`src/rtl/hs_fifo_ctrl_m.sv`:
```
// hs_fifo_ctrl_m: req/ack handshake bridge through a DEPTH-entry buffer, four- or two-phase signalling
module hs_fifo_ctrl_m #(
   parameter int WIDTH  = 32,
   parameter int DEPTH  = 2,
   parameter bit PHASE4 = 1'b1
) (
   input  logic                       clk,
   input  logic                       reset,
   input  logic                       in_req,
   output logic                       in_ack,
   input  logic [WIDTH-1:0]           in_data,
   output logic                       out_req,
   input  logic                       out_ack,
   output logic [WIDTH-1:0]           out_data,
   output logic                       cap_pulse,
   output logic [$clog2(DEPTH+1)-1:0] count,
   output logic                       proto_err
);
   localparam int CW = $clog2(DEPTH + 1);
   localparam int PW = DEPTH > 1 ? $clog2(DEPTH) : 1;
   localparam logic [1:0] I_IDLE    = 2'd0;
   localparam logic [1:0] I_ACK     = 2'd1;
   localparam logic [1:0] I_WAITLOW = 2'd2;
   localparam logic [1:0] O_IDLE    = 2'd0;
   localparam logic [1:0] O_REQ     = 2'd1;
   localparam logic [1:0] O_WAITLOW = 2'd2;
   logic [WIDTH-1:0] mem [DEPTH];
   logic [PW-1:0]    wr_ptr;
   logic [PW-1:0]    rd_ptr;
   logic [1:0]       ist;
   logic [1:0]       ost;
   logic             ack_q;
   logic             not_full;
   logic             push;
   logic             pop;
   logic             issue;
   logic             stray;
   // handshake decisions, all from registered state and sampled inputs
   always_comb begin
      not_full = count < CW'(DEPTH);
      push     = not_full && (PHASE4 ? (ist == I_IDLE && in_req) : (in_req != in_ack));
      pop      = ost == O_REQ && (PHASE4 ? out_ack : (out_ack == out_req));
      issue    = ost == O_IDLE && count != '0 && (PHASE4 ? !out_ack : (out_ack == out_req));
      stray    = ost == O_IDLE && (PHASE4 ? out_ack : (out_ack != ack_q));
   end
   // buffer storage; occupancy gates every read so the contents need no reset
   always_ff @(posedge clk) begin
      if (push) mem[wr_ptr] <= in_data;
   end
   // input/output handshake state, pointers, occupancy and sticky error
   always_ff @(posedge clk) begin
      if (reset) begin
         ist       <= PHASE4 ? I_WAITLOW : I_IDLE;
         ost       <= O_IDLE;
         in_ack    <= 1'b0;
         out_req   <= 1'b0;
         out_data  <= '0;
         cap_pulse <= 1'b0;
         count     <= '0;
         proto_err <= 1'b0;
         wr_ptr    <= '0;
         rd_ptr    <= '0;
         ack_q     <= 1'b0;
      end else begin
         ist       <= push ? I_ACK : (ist != I_IDLE && !in_req) ? I_IDLE : ist;
         in_ack    <= PHASE4 ? (push | (in_ack & in_req)) : (push ? in_req : in_ack);
         ost       <= issue ? O_REQ : pop ? (PHASE4 ? O_WAITLOW : O_IDLE) : (ost == O_WAITLOW && !out_ack) ? O_IDLE : ost;
         out_req   <= issue ? (PHASE4 ? 1'b1 : ~out_req) : (PHASE4 && pop) ? 1'b0 : out_req;
         out_data  <= issue ? mem[rd_ptr] : out_data;
         cap_pulse <= push;
         count     <= count + CW'(push) - CW'(pop);
         proto_err <= proto_err | stray;
         wr_ptr    <= push ? (wr_ptr == PW'(DEPTH - 1) ? '0 : wr_ptr + PW'(1)) : wr_ptr;
         rd_ptr    <= pop ? (rd_ptr == PW'(DEPTH - 1) ? '0 : rd_ptr + PW'(1)) : rd_ptr;
         ack_q     <= out_ack;
      end
   end
endmodule

```
`config.mk`:
```
export PLATFORM = sky130hd
export DESIGN_NAME = hs_fifo_ctrl_m
export DESIGN_NICKNAME = d
export VERILOG_FILES = /design/src/rtl/hs_fifo_ctrl_m.sv
export SDC_FILE = /design/constraint.sdc
export NUM_CORES = 1
export LEC_CHECK = 0
export BUFFER_PORTS_ARGS = -buffer_cell sky130_fd_sc_hd__buf_2
export CORE_ASPECT_RATIO = 1.75
export CORE_MARGIN = 5
export CORE_UTILIZATION = 50
export CTS_CLUSTER_DIAMETER = 80
export CTS_CLUSTER_SIZE = 40
export DETAILED_ROUTE_END_ITERATION = 12
export PLACE_DENSITY = 0.73
export RECOVER_POWER = 100
export SETUP_SLACK_MARGIN = 0.5
export SLEW_MARGIN = 20
export SYNTH_ARGS = -nofsm -noshare
export SYNTH_HDL_FRONTEND = slang
export SYNTH_SLANG_ARGS = --single-unit
```
`constraint.sdc`:
```
create_clock -name clk -period 4.6 [get_ports clk]
set_clock_uncertainty 0.1 [all_clocks]
set_input_delay 1.38 -clock clk [delete_from_list [all_inputs] [get_ports clk]]
set_output_delay 1.38 -clock clk [all_outputs]
set_load 0.03 [all_outputs]
```
==> results of run 1 <==
metrics by stage:
stage	area [sq um]	worst slack (ps)	cells
floorplan	4030	760	263
global placement	4410	1200	407
detailed placement	4410	1130	407
CTS	4700	1490	423
global route	4490	834	423
finish	4490	1030	423
worst paths after layout:
check / end / cells past startpoint / start / slack (ps)
max: mem[1][6] / 3 / in_req / 1030
min reg2reg: ist[1] / 1 / ist[1] / 350
max reg2reg: mem[1][6] / 2 / count[1] / 1830
min: ist[1] / 1 / ist[1] / 350
kinds of logic after synthesis:
kind of cell	synth area share (%)
mux	7.95
xor+xnor	0.652
buf+inv	3.66
flops	69.5
compound gates	14.8
simple gates	2.76
fa+ha+maj	0.621
cells in the mapped netlist:
library cell / number / area share, %
and2_1: 1 / 0.16
buf_2: 7 / 0.87
ha_1: 2 / 0.62
dfxtp_1: 44 / 22
and2_4: 1 / 0.22
or2_1: 1 / 0.16
xor2_1: 2 / 0.43
xnor2_1: 1 / 0.22
a21oi_1: 36 / 4.5
a21o_1: 1 / 0.19
buf_4: 1 / 0.19
nor3_1: 1 / 0.12
edfxtp_1: 64 / 48
a211oi_2: 30 / 9.3
or4b_1: 1 / 0.25
nor2b_1: 1 / 0.16
nand3b_1: 1 / 0.19
nor2_1: 7 / 0.65
buf_6: 5 / 1.4
clkbuf_1: 8 / 0.74
o21ai_0: 1 / 0.12
nand2_1: 5 / 0.47
a221oi_1: 1 / 0.22
mux2i_1: 32 / 7.9
a211oi_1: 2 / 0.37
a31oi_1: 1 / 0.16
nor3_4: 1 / 0.40
inv_1: 5 / 0.47
worst max-delay path: cells and delay by family:
family,cells,cell delay (ps)
AND/OR/NAND/NOR,2,1880
buffers and inverters,1,130
area by class of cell:
cell class	count	area, sq um
repair buffers	75	305
fillers	674	3420
inverters	5	18.8
flip-flops and latches	108	2800
multi-input cells	129	961
clock inverters	6	55.1
clock buffers	10	229
well taps	90	113
power breakdown:
group / internal [mW] / leakage [nW] / switching, mW
clock network: 0.416 / 0.137 / 0.315
logic: 0.0586 / 0.342 / 0.151
registers: 1.07 / 0.941 / 0.0231
total: 1.55 / 1.42 / 0.489
registers in the layout, summed over array words and instances (netlist names):
signal,flops
cap_pulse,1
ost,2
in_ack,1
rd_ptr,1
out_req,1
ist,2
wr_ptr,1
proto_err,1
count,2
mem,64
out_data,32
routing by layer:
layer | global-route usage, % | vias to the layer above | routed length, um
li1 | - | 1124 | -
met1 | 18.4 | 1129 | 2930
met2 | 27.0 | 58 | 4120
met3 | 4.83 | 11 | 362
met4 | 6.38 | 0 | 126
met5 | 0 | - | 0
==> out/metrics.csv, run 1 <==
stage;metric;value;unit
placement;final RePlAce weighted congestion;0.677;
floorplan;Die W;77.9;um
placement;dpl hpwl;4.83;mm
setup_path;Worst EP arrival;3400;ps
floorplan;full die area;0.0100;sq mm
finish;most common cell after layout, fill and taps aside;edfxtp_1;
synth;Warnings, synthesis;0;
routing;DR vias/cell;5.49;
cts;post-CTS sizing;0;
setup_path;startpoint types;input pin;
pwr;VDD IR max;0.328;mV
routing;Final ANT Viol Nets;0;
finish;fin util;56.7;%
cts;CTS clk-pin slew, worst paths;70;ps
timing;headroom to the max-slew limit;-46.0;%
min_path;Hold WC Path Type;flop to flop;
finish;ANT cells;0;
setup_path;Worst EP required;4440;ps
global_routing;global-route wire length before repair;12.2;mm
routing;routed wire length;7.54;mm
global_routing;largest net degree at the start of global routing;45;
pwr;Final Power;2.04;mW
synth;synthesized area;0.00403;sq mm
timing;setup_tns;0;ps
global_routing;initial antenna violation count;0;
setup_path;Critical Path Max Stage Delay;1260;ps
setup_path;CP Class;input pin to flop;
synth;Syn Inst Count;263;
timing;RSZ-0062 raised after global routing;no;
cts;Setup Buffers After CTS;0;
placement;IO buf count;73;
floorplan;Die Ht;129;um
floorplan;Starting Density;51.0;%
status;failing checks;max-capacitance violations, max-slew violations;
routing;via count;2322;
timing;period utilization;77.6;%
setup_path;Setup crit end kind;flop;
cts;Max Buffers Root-to-Sink;2;
timing;hold slack;349;ps
synth;count of different cell masters after synthesis;28;
setup_path;CP Max Fanout;32;
finish;most frequent cells in the layout;64 x edfxtp_1, 60 x clkbuf_1, 43 x dfxtp_1, 36 x a21oi_1, 32 x mux2i_1;
routing;DRC viols;0;
timing;final count of pins violating max slew;111;
routing;1st-iter DRT viols;159;
synth;register area share after synthesis;69.5;%
routing;First-pass DRT Iterations;4;
floorplan;# rows;43;
finish;area grow syn2layout;11.3;%
global_routing;vias in the first global route;2475;
global_routing;GR Overflow Total;0;
cts;clock sink count;108;
setup_path;ordered list of cells on the worst path;clkbuf_1 > or4b_1 > nor2_2;
synth;flops & latches, synth;108;
status;status;finished with violations;
timing;final setup fails;0;
cts;hold_buf cts;0;
synth;Mapped Nets;301;
cts;TritonCTS clock tree;yes;
synth;syn_area_per_cell;15.3;sq um
pwr;P per Cell Area;454;mW/mm^2
timing;worst-margin pin slew;2190;ps
routing;post-detailed-route wirelength per cell;17.8;um
finish;Layout Nets;366;
cts;worst skew pair latency;330;ps
cts;H-tree depth;3;
run;Max-cap violations;3;
floorplan;core area;0.00791;sq mm
timing;Final min period;3570;ps
pwr;leakage power total;1.42;nW
timing;fmax;280;MHz
timing;Fin. Hold Viols;0;
finish;share of layout cells above drive strength 1;11.4;%
floorplan;io pins;74;
cts;Num CTS Buffers;9;
cts;Clock Tree Root;clkbuf_16;
setup_path;Critical-path top delay cell;nor2_2;
global_routing;Total GRT Usage;15.8;%
Power figures use the tool's default switching activity.
==> inputs of run 2 (changes only) <==
==> constraint.sdc (replaced) <==
create_clock -name clk -period 3.73 [get_ports clk]
set_clock_uncertainty 0.1 [all_clocks]
set_input_delay 1.119 -clock clk [delete_from_list [all_inputs] [get_ports clk]]
set_output_delay 1.119 -clock clk [all_outputs]
set_load 0.03 [all_outputs]
==> out/metrics.csv, run 2 (synthesis gave the netlist of run 1 again) <==
stage;metric;value;unit
pwr;P per Cell Area;574;mW/mm^2
finish;most common cell after layout, fill and taps aside;clkbuf_1;
timing;headroom to the max-slew limit;3.10;%
cts;hold_buf cts;0;
floorplan;Die Ht;129;um
cts;Num CTS Buffers;9;
floorplan;Die W;77.9;um
global_routing;global-route wire length before repair;12.2;mm
global_routing;initial antenna violation count;0;
setup_path;CP Class;input pin to flop;
finish;fin util;57.3;%
setup_path;R2R Setup Slk;1380;ps
min_path;Hold Path Depth;1;
timing;Final min period;2900;ps
finish;Fill cells;668;
cts;clock sink count;108;
floorplan;# rows;43;
finish;multi-input combinational cell area;960;sq um
run;Max-cap violations;0;
finish;Reg area;0.00280;sq mm
finish;most frequent cells in the layout;65 x clkbuf_1, 64 x edfxtp_1, 43 x dfxtp_1, 36 x a21oi_1, 32 x mux2i_1;
routing;DRC viols;0;
floorplan;io pins;74;
placement;IO buf count;73;
cts;TritonCTS clock tree;yes;
min_path;hold_sp;ist[1];
setup_path;startpoint types;input pin;
setup_path;Worst EP arrival;2940;ps
finish;register name with the most flops;mem;
finish;area grow syn2layout;12.4;%
floorplan;core area;0.00791;sq mm
routing;1st-iter DRT viols;145;
routing;Final ANT Viol Nets;0;
placement;final RePlAce weighted congestion;0.696;
setup_path;Worst EP required;3770;ps
min_path;hold endpoint;ist[1];
routing;First-pass DRT Iterations;5;
cts;post-CTS sizing;0;
timing;period utilization;77.7;%
cts;worst skew pair latency;330;ps
pwr;VDD IR max;0.327;mV
routing;via count;2357;
timing;final setup fails;0;
global_routing;GR Overflow Total;0;
floorplan;Starting Density;51.0;%
finish;max FFs per register;64;
cts;CTS clk-pin slew, worst paths;60;ps
finish;Top Registers;mem x64, out_data x32;
setup_path;Setup crit end kind;flop;
routing;post-detailed-route wirelength per cell;18.1;um
cts;Setup Buffers After CTS;0;
routing;DR vias/cell;5.52;
pwr;leakage power total;1.44;nW
min_path;Hold WC Path Type;flop to flop;
finish;Layout Nets;370;
setup_path;Critical R2R Capture;out_data[29];
floorplan;full die area;0.0100;sq mm
timing;fmax;345;MHz
timing;setup_tns;0;ps
setup_path;Reg2Reg Depth;4;
timing;RSZ-0062 raised after global routing;no;
setup_path;FF-to-FF Start;ost[0];
placement;dpl hpwl;4.94;mm
cts;H-tree depth;3;
setup_path;CP Max Fanout;32;
global_routing;largest net degree at the start of global routing;34;
routing;routed wire length;7.73;mm
status;status;finished, final reports clean;
timing;worst-margin pin slew;1450;ps
finish;ANT cells;0;
timing;Fin. Hold Viols;0;
global_routing;vias in the first global route;2414;
cts;Clock Tree Root;clkbuf_16;
cts;Max Buffers Root-to-Sink;2;
global_routing;Total GRT Usage;16.0;%
timing;final count of pins violating max slew;0;
finish;share of layout cells above drive strength 1;11.0;%
==> run 2: power breakdown <==
part | switching [mW] | total, mW | leakage, nW | internal [mW]
clock | 0.386 | 0.988 | 0.151 | 0.602
combinational | 0.190 | 0.262 | 0.346 | 0.0726
sequential | 0.0285 | 1.35 | 0.941 | 1.32
==> run 2: per-layer routing <==
metal	up-vias	track usage, %	share of wire [%]
met3	11	3.08	3.9
met4	0	8.50	2.2
met5	-	0	0
li1	1127	-	-
met2	54	25.9	51
met1	1165	20.0	43
==> run 2: worst max-delay path by stage <==
| stage | start | endpoint | slack (ps) | cells after the start |
|---|---|---|---|---|
| finish | out_ack | out_data[29] | 830 | 5 |
| floorplan | in_req | mem[0][0] | 150 | 3 |
| global route | out_ack | out_data[11] | 650 | 5 |
| CTS | in_req | count[1] | 1020 | 8 |
| detailed placement | in_req | count[1] | 670 | 8 |
| global placement | in_req | count[1] | 720 | 8 |
==> run 2: worst max-delay path, cell delays in order <==
cell	delay, ps
clkbuf_1	130
nor3_1	280
clkbuf_1	680
and2_4	550
a211oi_1	150
==> run 2: final cells by class <==
type | count | area share, %
flip-flops and latches | 108 | 61.9
repair buffers | 79 | 7.07
inverters | 5 | 0.414
clock buffers | 11 | 5.35
multi-input cells | 129 | 21.2
clock inverters | 5 | 1.66
well taps | 90 | 2.48
==> run 2: stage by stage <==
| step | cell area [sq um] | total power [mW] | setup slack (ps) | hold WS [ps] | instances |
|---|---|---|---|---|---|
| 6_report | 4530 | 2.60 | 833 | 357 | 427 |
| 5_1_grt | 4530 | 2.70 | 646 | 381 | 427 |
| 4_1_cts | 4760 | 2.67 | 1020 | 359 | 427 |
| 3_5_place_dp | 4440 | 1.68 | 674 | 344 | 411 |
| 3_3_place_gp | 4440 | 1.67 | 724 | 328 | 411 |
| 2_1_floorplan | 4030 | 1.59 | 151 | 318 | 263 |
==> inputs of run 3 (changes only) <==
==> constraint.sdc (replaced) <==
create_clock -name clk -period 2.9 [get_ports clk]
set_clock_uncertainty 0.1 [all_clocks]
set_input_delay 0.87 -clock clk [delete_from_list [all_inputs] [get_ports clk]]
set_output_delay 0.87 -clock clk [all_outputs]
set_load 0.03 [all_outputs]
==> out/metrics.csv, run 3 (synthesis gave the netlist of run 1 again) <==
stage;metric;value;unit
status;status;finished, final reports clean;
timing;hold slack;359;ps
setup_path;Worst EP arrival;2350;ps
global_routing;initial antenna violation count;0;
finish;Layout Nets;374;
setup_path;Setup crit end kind;flop;
routing;routed wire length;7.64;mm
finish;Top Registers;mem x64, out_data x32;
cts;CTS clk-pin slew, worst paths;60;ps
floorplan;Starting Density;51.0;%
setup_path;ordered list of cells on the worst path;clkbuf_1 > or4b_4 > nor2_1 > clkbuf_1;
timing;period utilization;85.7;%
timing;setup_tns;0;ps
timing;Fin. Hold Viols;0;
setup_path;Worst path top cell family by delay;buffers and inverters;
setup_path;CP most frequent cell;clkbuf_1;
global_routing;vias in the first global route;2417;
floorplan;io pins;74;
floorplan;# rows;43;
finish;share of layout cells above drive strength 1;12.6;%
global_routing;Total GRT Usage;15.9;%
timing;headroom to the max-slew limit;25.9;%
finish;most common cell after layout, fill and taps aside;edfxtp_1;
timing;Final min period;2490;ps
pwr;P per Cell Area;731;mW/mm^2
floorplan;Die Ht;129;um
placement;IO buf count;73;
finish;Reg area;0.00280;sq mm
cts;worst skew pair latency;330;ps
finish;max FFs per register;64;
min_path;Hold WC Path Type;flop to flop;
cts;Clock Tree Root;clkbuf_16;
finish;most frequent cells in the layout;64 x edfxtp_1, 63 x clkbuf_1, 43 x dfxtp_1, 36 x a21oi_1, 32 x mux2i_1;
finish;ANT cells;0;
routing;1st-iter DRT viols;118;
pwr;Seq pwr share;52.1;%
pwr;sw frac;23.2;%
run;Max-cap violations;0;
global_routing;largest net degree at the start of global routing;34;
pwr;Clk pwr share;37.9;%
placement;final RePlAce weighted congestion;0.736;
floorplan;full die area;0.0100;sq mm
routing;post-detailed-route wirelength per cell;17.7;um
routing;via count;2320;
setup_path;Critical-path top delay cell;clkbuf_1;
finish;area grow syn2layout;13.3;%
setup_path;startpoint types;input pin;
floorplan;Die W;77.9;um
pwr;internal power;2.56;mW
setup_path;count of buffer and inverter cells on the critical path;2;
timing;worst-margin pin slew;1110;ps
timing;final count of pins violating max slew;0;
setup_path;CP Max Fanout;14;
floorplan;core area;0.00791;sq mm
cts;H-tree depth;3;
placement;dpl hpwl;5.09;mm
timing;RSZ-0062 raised after global routing;no;
setup_path;Critical Path Max Stage Delay;640;ps
timing;final setup fails;0;
finish;Fill cells;667;
finish;multi-input combinational cell area;960;sq um
routing;DR vias/cell;5.38;
cts;Setup Buffers After CTS;0;
pwr;Logic pwr share;10.0;%
routing;DRC viols;0;
routing;First-pass DRT Iterations;6;
timing;fmax;402;MHz
setup_path;Worst EP required;2760;ps
pwr;VDD IR max;0.422;mV
pwr;leakage power total;1.46;nW
global_routing;GR Overflow Total;0;
pwr;Net Sw Power;775;uW
setup_path;CP Class;input pin to flop;
finish;fin util;57.8;%
routing;Final ANT Viol Nets;0;
finish;register name with the most flops;mem;
cts;clock sink count;108;
cts;post-CTS sizing;0;
cts;TritonCTS clock tree;yes;
global_routing;global-route wire length before repair;12.2;mm
cts;Max Buffers Root-to-Sink;2;
cts;hold_buf cts;0;
cts;Num CTS Buffers;9;
==> run 3: cell count changes in the layout (fill, tap and decap cells not counted), sizes merged <==
cell,previous run,this run
inv,5,6
buf,12,19
clkinvlp,1,0
clkinv,2,0
bufinv,2,1
==> run 3: through the flow <==
step / cell area, sq um / std cells / total power, mW / setup slack, ps
after CTS: 4820 / 431 / 3.43 / 604
after global placement: 4500 / 415 / 2.16 / 297
final: 4570 / 431 / 3.34 / 414
after global routing: 4570 / 431 / 3.48 / 292
after floorplan: 4080 / 263 / 2.05 / 424
after detailed placement: 4500 / 415 / 2.17 / 241
==> run 3: worst register-to-register path: stages (launching register included) <==
cell      delay [ps]
dfxtp_1          390
or2_0            860
and2_4           580
a211oi_1         160
==> run 3: final timing paths <==
| kind | startpoint | to | slack (ps) | depth (start not counted) |
|---|---|---|---|---|
| worst max-delay path | in_req | mem[0][3] | 410 | 4 |
| worst min register to register | ist[1] | ist[1] | 360 | 1 |
| worst max register to register | count[0] | out_data[31] | 640 | 3 |
| worst min-delay path | ist[1] | ist[1] | 360 | 1 |
==> run 3: power groups by stage <==
| stage | Combinational, mW | Clock [mW] | Sequential [mW] |
|---|---|---|---|
| floorplan | 0.199 | 0 | 1.85 |
| global placement | 0.386 | 0 | 1.77 |
| detailed placement | 0.394 | 0 | 1.77 |
| CTS | 0.395 | 1.29 | 1.74 |
| global route | 0.367 | 1.37 | 1.75 |
| finish | 0.335 | 1.26 | 1.74 |
==> run 3: cell type report <==
class	count	share of cell area [%]
sequential	108	61.4
multi-input combinational	129	21.0
timing repair buffer	83	7.69
clock buffer	14	6.22
tap	90	2.46
clock inverter	2	0.849
inverter	5	0.411
==> run 3: metal layers <==
layer | up-vias | global-route usage, % | wire [um]
met5 | - | 0 | 0
met1 | 1139 | 17.6 | 2960
met4 | 0 | 6.68 | 128
li1 | 1133 | - | -
met2 | 41 | 28.7 | 4290
met3 | 7 | 3.85 | 258
